[config.mk]
export PLATFORM = sky130hd
export DESIGN_NAME = dual_serial_collector
export DESIGN_NICKNAME = d
export VERILOG_FILES = /design/src/rtl/serial_link_pkg.sv /design/src/rtl/serial_lane_capture.sv /design/src/rtl/dual_serial_collector.sv
export SDC_FILE = /design/constraint.sdc
export NUM_CORES = 1
export LEC_CHECK = 0
export BUFFER_PORTS_ARGS = -buffer_cell sky130_fd_sc_hd__buf_2
export CORE_AREA = 4 4 173 217
export DETAILED_ROUTE_END_ITERATION = 8
export DIE_AREA = 0 0 177 221
export GPL_ROUTABILITY_DRIVEN = 0
export GPL_TIMING_DRIVEN = 0
export PLACE_DENSITY = 0.76
export SLEW_MARGIN = 0
export SYNTH_ARGS = -nofsm -noshare
export SYNTH_HDL_FRONTEND = slang
export SYNTH_SLANG_ARGS = --single-unit
[constraint.sdc]
create_clock -name clk -period 5.5 [get_ports clk]
set_clock_uncertainty 0.05 [all_clocks]
set_input_delay 1.1 -clock clk [delete_from_list [all_inputs] [get_ports clk]]
set_output_delay 1.1 -clock clk [all_outputs]
set_load 0.01 [all_outputs]
[src/rtl/serial_link_pkg.sv]
// Shared definitions for the two-lane bit-serial link (transmitter and receiver).
package serial_link_pkg;

  localparam int unsigned SER_WIDTH = 128;

  typedef enum logic [1:0] {
    IDLE,
    RECV,
    HOLD
  } collector_state_t;

endpackage

[src/rtl/serial_lane_capture.sv]
// One lane of the collector: bit-indexed assembly register plus the presented output word.
module serial_lane_capture
  import serial_link_pkg::*;
#(
  parameter int unsigned WIDTH = SER_WIDTH,
  localparam int unsigned CNT_W = $clog2(WIDTH)
) (
  input  logic             clk,
  input  logic             rst,
  input  logic             bit_in,
  input  logic [CNT_W-1:0] idx,
  input  logic             wr_en,
  input  logic             copy_en,
  output logic [WIDTH-1:0] word
);

  logic [WIDTH-1:0] asm_q;
  logic [WIDTH-1:0] asm_next_c;

  // The copy takes the updated value so the final sampled bit lands in the word.
  always_comb begin
    asm_next_c = asm_q;
    if (wr_en) asm_next_c[idx] = bit_in;
  end

  always_ff @(posedge clk) begin
    if (rst) begin
      asm_q <= '0;
      word  <= '0;
    end else begin
      asm_q <= asm_next_c;
      if (copy_en) word <= asm_next_c;
    end
  end

endmodule

[src/rtl/dual_serial_collector.sv]
// Receive side of the two-lane serial link: reassembles LSB-first frames into word pairs
// and presents them under a valid/ready handshake.
module dual_serial_collector
  import serial_link_pkg::*;
#(
  parameter int unsigned WIDTH = SER_WIDTH,
  localparam int unsigned CNT_W = $clog2(WIDTH)
) (
  input  logic             clk,
  input  logic             rst,
  input  logic             start,
  input  logic             in_1,
  input  logic             in_2,
  output logic [WIDTH-1:0] out_1,
  output logic [WIDTH-1:0] out_2,
  output logic             out_valid,
  input  logic             out_ready,
  output logic             busy,
  output logic             overrun
);

  collector_state_t state_q;
  logic [CNT_W-1:0] cnt_q;

  logic             wr_en_c;
  logic             copy_en_c;
  logic [CNT_W-1:0] idx_c;
  logic             last_c;

  assign last_c = (cnt_q == CNT_W'(WIDTH - 1));

  // Lane write/copy strobes; a start always writes bit 0, otherwise RECV writes bit cnt.
  always_comb begin
    wr_en_c   = 1'b0;
    copy_en_c = 1'b0;
    idx_c     = '0;
    case (state_q)
      IDLE: wr_en_c = start;
      RECV: begin
        wr_en_c = 1'b1;
        if (!start) begin
          idx_c     = cnt_q;
          copy_en_c = last_c;
        end
      end
      HOLD: wr_en_c = out_ready & start;
      default: ;
    endcase
  end

  always_ff @(posedge clk) begin
    if (rst) begin
      state_q   <= IDLE;
      cnt_q     <= '0;
      out_valid <= 1'b0;
      busy      <= 1'b0;
      overrun   <= 1'b0;
    end else begin
      case (state_q)
        IDLE: begin
          if (start) begin
            cnt_q   <= CNT_W'(1);
            busy    <= 1'b1;
            state_q <= RECV;
          end
        end
        RECV: begin
          if (start) begin
            cnt_q <= CNT_W'(1);
          end else if (last_c) begin
            cnt_q     <= '0;
            busy      <= 1'b0;
            out_valid <= 1'b1;
            state_q   <= HOLD;
          end else begin
            cnt_q <= cnt_q + CNT_W'(1);
          end
        end
        HOLD: begin
          if (out_ready) begin
            out_valid <= 1'b0;
            if (start) begin
              cnt_q   <= CNT_W'(1);
              busy    <= 1'b1;
              state_q <= RECV;
            end else begin
              state_q <= IDLE;
            end
          end else if (start) begin
            overrun <= 1'b1;
          end
        end
        default: state_q <= IDLE;
      endcase
    end
  end

  serial_lane_capture #(.WIDTH(WIDTH)) u_lane_1 (
    .clk     (clk),
    .rst     (rst),
    .bit_in  (in_1),
    .idx     (idx_c),
    .wr_en   (wr_en_c),
    .copy_en (copy_en_c),
    .word    (out_1)
  );

  serial_lane_capture #(.WIDTH(WIDTH)) u_lane_2 (
    .clk     (clk),
    .rst     (rst),
    .bit_in  (in_2),
    .idx     (idx_c),
    .wr_en   (wr_en_c),
    .copy_en (copy_en_c),
    .word    (out_2)
  );

endmodule

Yosys cells after proc, flatten, opt, wreduce, memory -nomap -nowiden --
Index checks and enable logic that the tools add are counted.
Cells by class: equality and inequality tests 7, bitwise operators 2, reductions and logical operators 9, add/sub/neg operators 1, multiplexer cells 31, order comparisons 2
Operators by type and width (count):
- $bwmux W128 | 2
- $mux W128 | 2
- $mux W7 | 6
- $pmux W7 S3 | 1
- $reduce_and A4 Y1 | 3
- $mux W1 | 11
- $lt A7 B8 Y1 const B | 1
- $mux W2 | 4
- $ne A2 B2 Y1 const B | 4
- $add A7 B1 Y7 const B | 1
- $demux W1 S7 | 1
- $eq A7 B7 Y1 const B | 1
- $ge A7 B1 Y1 const B | 1
- $pmux W1 S3 | 2
- $pmux W2 S3 | 1
- $reduce_and A3 Y1 | 1
- $reduce_bool A3 Y1 | 1
- $eq A2 B1 Y1 const B | 1
- $eq A2 B2 Y1 const B | 1
- $logic_not A2 Y1 | 1
- $pmux W1 S2 | 1
- $reduce_and A2 Y1 | 1
- $reduce_bool A2 Y1 | 1
- $and A1 B1 Y1 | 1
- 2 further kinds | 2
Storage, ports and cells: output and inout bits 259, word-level logic and storage cells 61, bits of input ports 6, register bits after elaboration 524

Longest topological paths before layout --
depth after elaboration 8, mapped depth 8, depth with buffers taken out 5

Cells and area by module --
From an unflattened synthesis, not the netlist that was laid out.
Unflattened totals: cell total of the unflattened synthesis 2227, area total of the unflattened synthesis 20393.3 um2
By module, submodules not included:
- serial_lane_capture (u_lane_2) | cells each 1087, area each 9949.5 um2, times used 1
- serial_lane_capture (u_lane_1) | cells each 1070, area each 9839.4 um2, times used 1
- dual_serial_collector | cells each 70, area each 604.3 um2, times used 1

Worst setup path after synthesis --
No wires, ideal clock.
path type in2reg, start input start, end register u_lane_1.word[100], buffers on the path 4, arrival time 2.568 ns, path slack 2.750 ns, stages 8, data required time 5.318 ns, library setup time 0.132 ns, cells stage by stage or3b_1 buf_2 or3_1 buf_2 buf_2 buf_2 nor2_1 nor3_1
Between the ends: cells in the longest elaborated chain, start to end 8, elaborated cells between the ends (all ways) 13, those cells by class order compare (2); mux (9); bitwise (1); reduce/logical (1)
RTL lines:
- start, declared | RTL line dual_serial_collector.sv:11 | input logic start,
- $mux W7 | RTL line dual_serial_collector.sv:41 | if (!start) begin
- $mux W7 | RTL line dual_serial_collector.sv:37 | case (state_q)
- $lt A7 B8 Y1 (not written as such) / $ge A7 B1 Y1 (equally long branches) | RTL line serial_lane_capture.sv:23 | if (wr_en) asm_next_c[idx] = bit_in;
- $logic_and A1 B1 Y1 (not written as such) | RTL line serial_lane_capture.sv:23
- $mux W1 (not written as such) | RTL line serial_lane_capture.sv:23
- $demux W1 S7
- $bwmux W128 | RTL line serial_lane_capture.sv:23
- $mux W128 | RTL line serial_lane_capture.sv:23
- end signal, assigned | RTL line serial_lane_capture.sv:32 | if (copy_en) word <= asm_next_c;
- end, declared | RTL line serial_lane_capture.sv:14 | output logic [WIDTH-1:0] word
Several ways; a longest one is shown, not always the timed one. A chain may end at the register's enable or synchronous reset.

Final worst setup path --
start input start, end register u_lane_1.word[126]
Same word-level chain as after synthesis.

==> metrics.cfg <==
[setup_path]
required_ps = 5930
arrival_ps = 3640
rrSetupSlack_ps = 2450
worst-setup-path-type = input pin to flop
endpoint_kind = flop
startpoint_type = input pin
crit-reg2reg-launch = state_q[0]
rr_endpoint = u_lane_1.word[126]
r2r_cells = 6
cp_max_fo = 10

[route]
drc = 0
drtIter0Drc = 2484
wl_per_cell_um = 23.3
wl_um = 72700
firstDrtPassIters = 7
viasPerCell = 6.25
ant_nets = 0
vias = 19500

[logic_synthesis]
yosys_register_bits = 524
synth_ff_type = dfxtp_1
yosys_warnings = 0
synth-async-reset-ratio_pct = 0
synth.distinct_cells = 48
synth-edff-count = 0
syn_inst = 2304
ys_seq_area_share_pct = 54.2
syn-num-nets = 2311
netlist_area_um2 = 19400
synth.avg_cell_area_um2 = 8.41

[clock_network]
cts_tree = yes
post_cts_resized = 0
postCtsSetupBuffers = 0
numCtsBuffers = 48
cts.clk_slew.worst_paths_ps = 60
clk_latency_ps = 580
ctsRootBufferMaster = clkbuf_16
cts_hold_buf = 0
cts_sinks = 524
cts_buffer_depth = 3
htree_levels = 2

[floorplanning]
ioPinCount = 265
fp.dieH_um = 221
row_count = 77
start_util_pct = 54.8
core_um2 = 35400
die_area_um2 = 39100
die_x_um = 177

[timing]
hold_viol_final = 0
finalCritPeriodShare_pct = 58.4
fin_hold_ws_ps = 426
tns_ps = 0
setup_viol = 0
worstMarginPinSlew_ps = 1350
post-route-min-period_ps = 3210
setup_slack_ps = 2290
final-max-slew-violation-count = 0
slew_headroom_pct = 9.63
rsz0062_at_grt = false
clock.fmax_mhz = 312

[finish]
post_route_cells_drive_above_1_share_pct = 16.3
utilization_pct = 64.6
syn_to_final_growth_pct = 18.0
stdcell_area_um2 = 22900
num-nets-final = 2624
final_cell_mix = 524 x dfxtp_1, 400 x nor2_1, 321 x buf_2
final_cells = 3125
mostFrequentLayoutCell = dfxtp_1

[placed_design]
post-place-ws_ps = 1890
dp_hpwl_um = 51400
place_inst = 3041
place_area_um2 = 21300
io_buffer_count = 261

[pwr]
p_sw_mw = 1.61
p_int_mw = 5.72
p_sw_share_pct = 22.0
power.total_mw = 7.33
p_clk_share_pct = 45.6
peakVddDrop_mv = 0.217
seqPwrFrac_pct = 51.8
power_density_nw_per_um2 = 321
combPwrFrac_pct = 2.6
p_leak_nw = 8.62

[min_path]
hold_path_startpoint = u_lane_2.asm_q[97]
worst_hold_path.endpoint = u_lane_2.asm_q[97]
min_path_cells = 2
min_path_type = flop to flop

[global_route]
grt_pass1_wl_um = 108000
grt_use_total_pct = 35.3
overflow = 0
grt_pass1_vias = 18900
grt_antenna_before_repair = 1
grt_max_degree = 15

[flow_run]
max_cap_violations = 0

[status]
status = finished clean

[worst max-delay path, cell delays in order]
cell and delay [ps]:
buf_2 170, clkbuf_1 230, nand4b_1 500, nor3_2 1000
nand2_1 310, a311oi_1 340
[cells by family after synthesis]
family | Yosys count | synth area share [%]
AOI/OAI and AO/OA | 680 | 20.1
xor gates and xnor gates | 4 | 0.181
adders and majority gates | 1 | 0.0646
buffers and inverters | 223 | 4.88
DFF | 524 | 54.2
and+or+nand+nor | 872 | 20.6
[cell usage after synthesis (2+ instances only)]
library cell	n	area, um2
nand2b_1	7	43.8
nand4_1	70	438
o21ai_0	233	1170
a311oi_1	9	78.8
dfxtp_1	524	10500
inv_2	2	7.51
a2111oi_0	4	35.0
or3_1	20	125
buf_1	2	7.51
inv_1	5	18.8
nor2_1	400	1500
a21oi_1	262	1310
nor4bb_1	2	20.0
nor3_1	123	616
buf_2	60	300
nand3_1	46	230
nor3_2	16	160
o211ai_1	3	22.5
nand2_1	158	593
a211oi_1	134	1010
o31ai_1	26	195
a21o_1	3	22.5
nor2b_1	6	37.5
nand4bb_1	5	56.3
buf_4	9	67.6
nor4_2	3	37.5
xnor2_1	4	35.0
and3_1	2	12.5
or2_2	3	18.8
and4bb_2	2	25.0
clkbuf_1	144	541
[cell type report]
type / count / area, um2
antenna: 1 / 2.50
buffer: 215 / 916
clock buffer: 74 / 1440
clock inverter: 9 / 114
fill: 3053 / 12500
inverter: 8 / 30.0
multi-input combinational: 1557 / 7940
sequential: 524 / 10500
tap: 474 / 593
timing repair buffer: 263 / 1330
[power by group through the flow]
stage          Clock [mW]  Combinational, mW  Sequential (mW)
2_1_floorplan           0              0.110             3.88
6_report             3.34              0.191             3.80
3_5_place_dp            0              0.178             3.89
3_3_place_gp            0              0.174             3.89
5_1_grt              3.49              0.196             3.80
4_1_cts              3.33              0.180             3.80
[registers in the layout, summed over array words and instances, names as in the netlist]
name	count
overrun	1
u_lane_2.word	128
state_q	2
u_lane_1.asm_q	128
cnt_q	7
busy	1
u_lane_2.asm_q	128
out_valid	1
u_lane_1.word	128
[routing by layer]
| metal | routed length [um] | track usage, % |
|---|---|---|
| met5 | 0 | 0 |
| met3 | 8050 | 8.38 |
| met2 | 33000 | 56.8 |
| met4 | 6530 | 25.7 |
| met1 | 25200 | 40.8 |
[worst max path at each step]
stage                     startpoint                  to  slack [ps]  cells after the start
after floorplan                start  u_lane_1.word[100]        2750                      8
after global placement         start  u_lane_1.word[126]        1990                      6
after detailed placement       start  u_lane_1.word[126]        1890                      6
after CTS                      start  u_lane_1.word[126]        2480                      6
after global routing           start  u_lane_1.word[126]        2320                      6
final                          start  u_lane_1.word[126]        2290                      6
No activity file was read; power rests on OpenSTA's default activity.
